<file path="config.mk">
export PLATFORM = sky130hd
export DESIGN_NAME = qru
export DESIGN_NICKNAME = d
export VERILOG_FILES = /design/src/rtl/qru.sv
export SDC_FILE = /design/constraint.sdc
export NUM_CORES = 1
export LEC_CHECK = 0
export CAP_MARGIN = 30
export CORE_MARGIN = 3
export CORE_UTILIZATION = 30
export DETAILED_ROUTE_END_ITERATION = 6
export HOLD_SLACK_MARGIN = 0.1
export PLACE_DENSITY = 0.47
export SLEW_MARGIN = 20
export SYNTH_ARGS = -nofsm -noshare
export SYNTH_HDL_FRONTEND = slang
export SYNTH_SLANG_ARGS = --single-unit
</file>
<file path="constraint.sdc">
create_clock -name clk -period 10.15 [get_ports clk]
set_input_delay 3.045 -clock clk [delete_from_list [all_inputs] [get_ports clk]]
set_output_delay 3.045 -clock clk [all_outputs]
set_load 0.02 [all_outputs]
</file>
<file path="src/rtl/qru.sv">
// qru: iterative radix-2 restoring divider executing RV32M DIV/DIVU/REM/REMU, one quotient bit per cycle.
// Optional macro QRU_EARLY_OUT_EN: divide-by-zero and signed overflow finish in one cycle from start.
module qru #(
    parameter int W = 32
) (
    input  logic         clk,
    input  logic         rst,
    input  logic         start,
    input  logic [1:0]   divctl,
    input  logic [W-1:0] a,
    input  logic [W-1:0] b,
    output logic [W-1:0] divres,
    output logic         busy,
    output logic         done
);
    localparam int CW = $clog2(W) + 1;
    localparam logic [1:0] OP_DIV = 2'b00;
    localparam logic [1:0] OP_REM = 2'b10;

    typedef enum logic [1:0] {IDLE, RUN, DONE} state_t;
    state_t state, state_nxt;

    logic [1:0]    op;
    logic          sign_a, sign_b;
    logic [W-1:0]  a_q, b_q;
    logic [W-1:0]  dvsr, quo, rem;
    logic [CW-1:0] cnt;

    logic [W:0]    rem_sh;
    logic          fits;
    logic [W-1:0]  rem_step, quo_step, quo_fix, rem_fix, result;
    logic          accept, early, last;

    // divctl[0] set = unsigned; divctl[1] set = remainder.
    function automatic logic is_special(input logic [1:0] f, input logic [W-1:0] x,
                                        input logic [W-1:0] y);
        return (y == '0) || (!f[0] && x == {1'b1, {(W-1){1'b0}}} && y == '1);
    endfunction

    function automatic logic [W-1:0] special_res(input logic [1:0] f, input logic [W-1:0] x,
                                                 input logic [W-1:0] y);
        if (y == '0)
            return f[1] ? x : '1;
        // Signed overflow: the quotient wraps to the dividend itself, remainder is zero.
        return f[1] ? '0 : x;
    endfunction

    assign accept = start && (state == IDLE || state == DONE);
    assign last   = (cnt == CW'(1));

`ifdef QRU_EARLY_OUT_EN
    assign early = is_special(divctl, a, b);
`else
    assign early = 1'b0;
`endif

    // The shifted remainder can reach 2*dvsr-1, so the trial compare needs one extra bit.
    always_comb begin
        rem_sh   = {rem, quo[W-1]};
        fits     = (rem_sh >= {1'b0, dvsr});
        rem_step = fits ? W'(rem_sh - {1'b0, dvsr}) : rem_sh[W-1:0];
        quo_step = {quo[W-2:0], fits};
        quo_fix  = (op == OP_DIV && (sign_a ^ sign_b)) ? -quo_step : quo_step;
        rem_fix  = (op == OP_REM && sign_a) ? -rem_step : rem_step;
        if (is_special(op, a_q, b_q))
            result = special_res(op, a_q, b_q);
        else
            result = op[1] ? rem_fix : quo_fix;
    end

    always_ff @(posedge clk or posedge rst) begin
        if (rst)
            state <= IDLE;
        else
            state <= state_nxt;
    end

    // NOTE: every output of this block gets a default first, so no path leaves a latch behind.
    always_comb begin
        state_nxt = state;
        busy      = 1'b0;
        done      = 1'b0;
        case (state)
            IDLE: begin
                if (accept)
                    state_nxt = early ? DONE : RUN;
            end
            RUN: begin
                busy = 1'b1;
                if (last)
                    state_nxt = DONE;
            end
            DONE: begin
                done = 1'b1;
                if (accept)
                    state_nxt = early ? DONE : RUN;
                else
                    state_nxt = IDLE;
            end
            default: state_nxt = IDLE;
        endcase
    end

    // NOTE: the datapath is reset too, so an aborted operation leaves nothing behind in divres.
    always_ff @(posedge clk or posedge rst) begin
        if (rst) begin
            op     <= '0;
            sign_a <= 1'b0;
            sign_b <= 1'b0;
            a_q    <= '0;
            b_q    <= '0;
            dvsr   <= '0;
            quo    <= '0;
            rem    <= '0;
            cnt    <= '0;
            divres <= '0;
        end else if (accept) begin
            op     <= divctl;
            a_q    <= a;
            b_q    <= b;
            sign_a <= !divctl[0] && a[W-1];
            sign_b <= !divctl[0] && b[W-1];
            quo    <= (!divctl[0] && a[W-1]) ? -a : a;
            dvsr   <= (!divctl[0] && b[W-1]) ? -b : b;
            rem    <= '0;
            cnt    <= CW'(W);
            if (early)
                divres <= special_res(divctl, a, b);
        end else if (state == RUN) begin
            rem <= rem_step;
            quo <= quo_step;
            cnt <= cnt - CW'(1);
            if (last)
                divres <= result;
        end
    end
endmodule

</file>
After elaboration in Yosys (flattened, before gate mapping)
Index checks and enable logic that the tools add are counted.
{"block": "word_totals", "register_bits": 204, "in_bits": 69, "output_inout_bits": 34, "elab_cells": 70}
{"block": "classes", "addsub": 6, "n_lt_le_gt_ge": 1, "n_eq_ne": 8, "mux": 25, "n_bitwise": 2, "reduce_logical": 17}
{"op": "two-way mux 32 bit", "n": 15}
{"op": "negator 32 bit", "n": 4}
{"op": "equality test 32 bit, second input constant", "n": 2}
{"op": ">= comparator 33 x 32 -> 1 bit", "n": 1}
{"op": "logical NOT 32 bit", "n": 1}
{"op": "subtractor 32 bit", "n": 1}
{"op": "two-way mux 6 bit", "n": 2}
{"op": "logical AND 1 bit", "n": 7}
{"op": "equality test 6 x 1 -> 1 bit, second input constant", "n": 1}
{"op": "one-hot mux 2 bit (3 select lines)", "n": 1}
{"op": "subtractor 6 x 1 -> 6 bit, second input constant", "n": 1}
{"op": "two-way mux 1 bit", "n": 5}
{"op": "equality test 2 bit, second input constant", "n": 2}
{"op": "logical NOT 2 bit", "n": 2}
{"op": "two-way mux 2 bit", "n": 2}
{"op": "!= test 2 bit, second input constant", "n": 2}
{"op": "AND reduction 3 bit", "n": 1}
{"op": "equality test 2 x 1 -> 1 bit, second input constant", "n": 1}
{"op": "logical NOT 1 bit", "n": 2}
{"op": "logical OR 1 bit", "n": 2}
{"op": "AND reduction 2 bit", "n": 1}
{"op": "nonzero test 2 bit", "n": 1}
{"op": "inverter 1 bit", "n": 1}
{"op": "XOR 1 bit", "n": 1}

Longest topological paths before layout
{"block": "depth", "depth_word": 7, "mapped_depth": 24, "ltp_nobuf": 21}

Worst setup path before layout
No wires, ideal clock.
{"block": "synth_timing", "kind": "input to register", "startpoint": "in a[20]", "endpoint": "reg quo[30]", "setup_ns": 0.082, "t_arrival_ns": 4.940, "t_required_ns": 10.068, "setup_slack_ns": 5.128, "path_stages": 8, "path_buffers": 0, "path_cell_list": "or4_1 -> or3_1 -> nor4_1 -> nand4_1 -> o31ai_1 -> xnor2_1 -> nor2_1 -> a31oi_1"}
{"block": "synth_between", "elab_chain_cells": 3}
{"item": "from (decl)", "line": "10", "rtl": "input logic [W-1:0] a,"}
{"item": "negator 32 bit", "line": "123", "rtl": "quo <= (!divctl[0] && a[W-1]) ? -a : a;"}
{"item": "two-way mux 32 bit", "line": "123"}
{"item": "two-way mux 32 bit", "line": "117", "rtl": "end else if (accept) begin"}
{"item": "to (signal assigned)", "line": "123"}
{"item": "to (signal assigned)", "line": "131", "rtl": "quo <= quo_step;"}
{"item": "to (decl)", "line": "26", "rtl": "logic [W-1:0] dvsr, quo, rem;"}
No other way between the ends.
A chain may end at the register's enable or synchronous reset.

Worst setup path after layout
{"block": "layout_timing", "startpoint": "reg rem[13]", "endpoint": "reg divres[30]"}
{"block": "layout_between", "elab_chain_cells": 6, "word_cells_on_any_way": 9, "classes_between": "add/sub: 3; order compare: 1; mux: 5"}
{"item": "from (decl)", "line": "26"}
{"item": "from (signal assigned)", "line": "130", "rtl": "rem <= rem_step;"}
{"item": "subtractor 32 bit or >= comparator 33 x 32 -> 1 bit (tied branches)", "line": "61, 60"}
{"item": "two-way mux 32 bit", "line": "61", "rtl": "rem_step = fits ? W'(rem_sh - {1'b0, dvsr}) : rem_sh[W-1:0];"}
{"item": "negator 32 bit", "line": "64", "rtl": "rem_fix = (op == OP_REM && sign_a) ? -rem_step : rem_step;"}
{"item": "two-way mux 32 bit", "line": "64"}
{"item": "two-way mux 32 bit (*)", "line": "68", "rtl": "result = op[1] ? rem_fix : quo_fix;"}
{"item": "two-way mux 32 bit (*)", "line": "65", "rtl": "if (is_special(op, a_q, b_q))"}
{"item": "to (signal assigned)", "line": "128", "rtl": "divres <= special_res(divctl, a, b);"}
{"item": "to (signal assigned)", "line": "134", "rtl": "divres <= result;"}
{"item": "to (decl)", "line": "12", "rtl": "output logic [W-1:0] divres,"}
Every way passes the cells marked *; elsewhere a longest branch is shown, timed or not.

==> run_results.csv <==
group,metric,value,unit
place,gp_congestion,0.8733,
clock_network,holdBufCountCts,0,
timing,slew_violations,0,
yosys,yosys_warnings,0,
place,post-place-ws,4162,ps
timing,setup_viol,0,
pwr,vdd_drop_max,0.1352,mV
clock_network,cts_sinks,203,
place,port_buffers,102,
pwr,pwr-share-seq,23.5,%
timing,finalWorstSetupSlack,4485,ps
clock_network,cts_inserted_buffers,27,
setup_path,crit_fanout,44,
floorplanning,die_h,225.3,um
floorplanning,die_w,225.3,um
floorplanning,rows,79,
flow_run,max_cap_viol_count,0,
pwr,p_leak,7.027,nW
setup_path,slowest_delay,470,ps
setup_path,path_delay_family,"compound AO/OA/AOI/OAI gates",
min_path,hp-class,"reg -> reg",
pwr,power_density,434.2,nW/um^2
timing,finClkSkew,28.07,ps
yosys,synth_flop_cell,"dfrtp_1",
yosys,synth_top_area_share,35.21,%
routing,drt_iter0_markers,1285,
timing,totalNegativeSetupSlack,0,ps
cells_and_area,final_cell_area,16950,sq um
routing,drc,0,
setup_path,crit_path_end_kind,"register",
pwr,clockPowerShare,13.9,%
pwr,p_int,3.497,mW
floorplanning,ios,103,
setup_path,cp.required,10590,ps
status,outcome,"finished clean",
timing,holdWs,478.0,ps
place,dpl_cell_area,15970,sq um
routing,vias_per_cell,5.626,
yosys,yosysTopAreaCell,"dfrtp_1",
setup_path,crit_type,"reg -> reg",
clock_network,cts.htree.levels,1,
yosys,ys_seq_elements,203,
yosys,synth_most_common_cell,"nand2_1",
routing,post_drt_wl_per_cell,22.28,um
setup_path,arrival,6100,ps
setup_path,cp-start-kind,"register",
floorplanning,dieArea,50760,sq um
timing,max_freq,176.5,MHz
timing,tightest_slew,972.4,ps
grt,grt_pass1_vias,13550,
place,dp_hpwl,41980,um
yosys,synthCells,1835,
yosys,synth_cell_types,88,
timing,rsz0062_at_grt,"false",
cells_and_area,drive_gt1_share,6.793,%
timing,slew_headroom,34.62,%
pwr,power.switching,3.864,mW
cells_and_area,antennaDiodeCount,0,
floorplanning,start_util,30.67,%
cells_and_area,final_core_util,36.03,%
cells_and_area,area.growth.synth_to_final,17.50,%
routing,vias,14100,
clock_network,clk_pin_slew,60,ps
timing,fin_crit_sh,55.81,%
setup_path,cp.buffers_inverters,0,
yosys,syn-num-nets,1943,
yosys,netlist_area,14430,sq um
clock_network,cts_resized,0,
pwr,power_frac_comb,62.6,%
yosys,syn_avg_cell_area,7.863,sq um
timing,hold_violations,0,
clock_network,post-cts-setup-buffers,0,
yosys,synth.area.top_cells,"dfrtp_1, nand2_1, o21ai_0, a21oi_1, xnor2_1",
yosys,ys_top_cells_by_count,"nand2_1, dfrtp_1, o21ai_0",
cells_and_area,fin_nets,1989,
setup_path,slowest_stage,"dfrtp_1",
grt,grt_usage,21.62,%
clock_network,cts_tree,"done",
yosys,synth-seq-area-share,35.21,%
yosys,synth-edff-count,0,
routing,wl,55830,um
pwr,finalPower,7.362,mW
pwr,sw_frac_of_total,52.49,%
routing,drt.antenna.violating_nets,0,
setup_path,crit_path_cell_trace,"ha_1 > a21oi_1 > o21ai_0 > a221o_1 > o211ai_4 > nand2_4 > o21ai_0 > ha_1 > nor2b_1 > nand4bb_1 > a22oi_1 > o2111a_1 > o2111ai_1 > o22ai_1 > nand2_1 > nor3b_2 > nand3_1 > mux2i_1 > o221a_1",
grt,grt_max_degree,90,
grt,grt_overflow,0,
clock_network,cts_root_buf,"clkbuf_16",
yosys,async_flop_share,100.0,%
cells_and_area,layoutNonFillerInstCount,2506,
grt,grt_antenna_before_repair,0,
place,dp_cells,2457,
floorplanning,coreArea,47050,sq um
routing,drtPass1Iterations,5,
grt,grt_pass1_wl,84970,um
timing,period_needed,5665,ps
clock_network,clk_path_buf_depth,3,
clock_network,clock_insertion_delay_worst_skew,570,ps
## final cells by class
type / count / area (sq um)
tap: 607 / 759.5
inverter: 73 / 281.5
clock buffer: 33 / 738.2
sequential: 203 / 5081
multi-input combinational: 1451 / 8657
timing repair buffer: 125 / 1232
fill: 4975 / 30100
clock inverter: 14 / 203.9
## flip-flops by register name (all words and copies together), names as in the netlist
name	count
op	2
cnt	6
a_q	32
dvsr	31
quo	32
rem	32
sign_a	1
sign_b	1
b_q	32
divres	32
state	2
## path summary, 6_finish.rpt
kind | from | end | slack, ps | depth (start not counted)
worst min-delay path | dvsr[21]$_DFFE_PP0P_ | dvsr[21]$_DFFE_PP0P_ | 480 | 2
worst min register to register | dvsr[21]$_DFFE_PP0P_ | dvsr[21]$_DFFE_PP0P_ | 480 | 2
worst max register to register | rem[13]$_DFFE_PP0P_ | divres[30]$_DFFE_PP0P_ | 4490 | 19
min in group asynchronous | rst | b_q[14]$_DFFE_PP0P_ | 2990 | 2
worst max-delay path | rem[13]$_DFFE_PP0P_ | divres[30]$_DFFE_PP0P_ | 4490 | 19
max in group asynchronous | rst | op[1]$_DFFE_PP0P_ | 5770 | 3
## worst min-delay path: stages (launching register included)
cell and delay (ps):
dfrtp_1 340, nand2_1 50, o21ai_0 60
## placed cells by master (no fill, tap or decap), types with 7 or more instances in the layout
master / Yosys / final
nand2_1: 370 / 369
dfrtp_1: 203 / 202
o21ai_0: 145 / 144
nor2_1: 137 / 135
a21oi_1: 120 / 120
clkdlybuf4s50_1: 0 / 102
inv_1: 71 / 70
xnor2_1: 63 / 63
xor2_1: 54 / 54
nor3_1: 49 / 48
ha_1: 38 / 38
nand3_1: 34 / 34
a31oi_1: 34 / 34
nor4_1: 28 / 28
nand4_1: 27 / 27
o31ai_1: 28 / 27
clkbuf_16: 0 / 27
o22ai_1: 26 / 26
or3_1: 21 / 21
mux2i_1: 19 / 19
buf_4: 1 / 18
and3_1: 16 / 16
a211oi_1: 12 / 12
a21o_1: 10 / 10
o221a_2: 10 / 10
nor2b_1: 11 / 10
o21a_1: 9 / 9
o211ai_1: 9 / 9
and2_1: 9 / 9
o41ai_1: 8 / 8
o21ai_1: 6 / 7
nand2b_1: 9 / 7
or4_1: 7 / 7
o221ai_1: 7 / 7
## routing by layer
metal  share of wire [%]  vias up  track usage (%)
met1                  46     6905            31.01
li1                    -     6639                -
met2                  46      481            34.50
met3                 5.7       75            2.970
met4                 2.3        0            5.228
met5                   0        -                0
## power groups by stage
| stage | registers, mW | clock network [mW] | logic [mW] |
|---|---|---|---|
| floorplan | 1.55 | 0 | 3.18 |
| global placement | 1.73 | 0 | 4.50 |
| detailed placement | 1.73 | 0 | 4.54 |
| CTS | 1.72 | 1.05 | 4.56 |
| global route | 1.77 | 1.08 | 5.04 |
| finish | 1.73 | 1.02 | 4.61 |
## logic make-up (layout without fill, tap and decap cells)
group	count (synthesis)	count (layout)	synth area share [%]
flip-flops	203	203	35.21
AND/OR/NAND/NOR	758	758	24.05
adder cells (fa/ha/maj)	44	44	3.781
buffers and inverters	181	245	5.038
AO/OA/AOI/OAI	508	508	23.11
multiplexers	24	24	1.708
XOR/XNOR	117	117	7.102
Power figures use the tool's default switching activity.
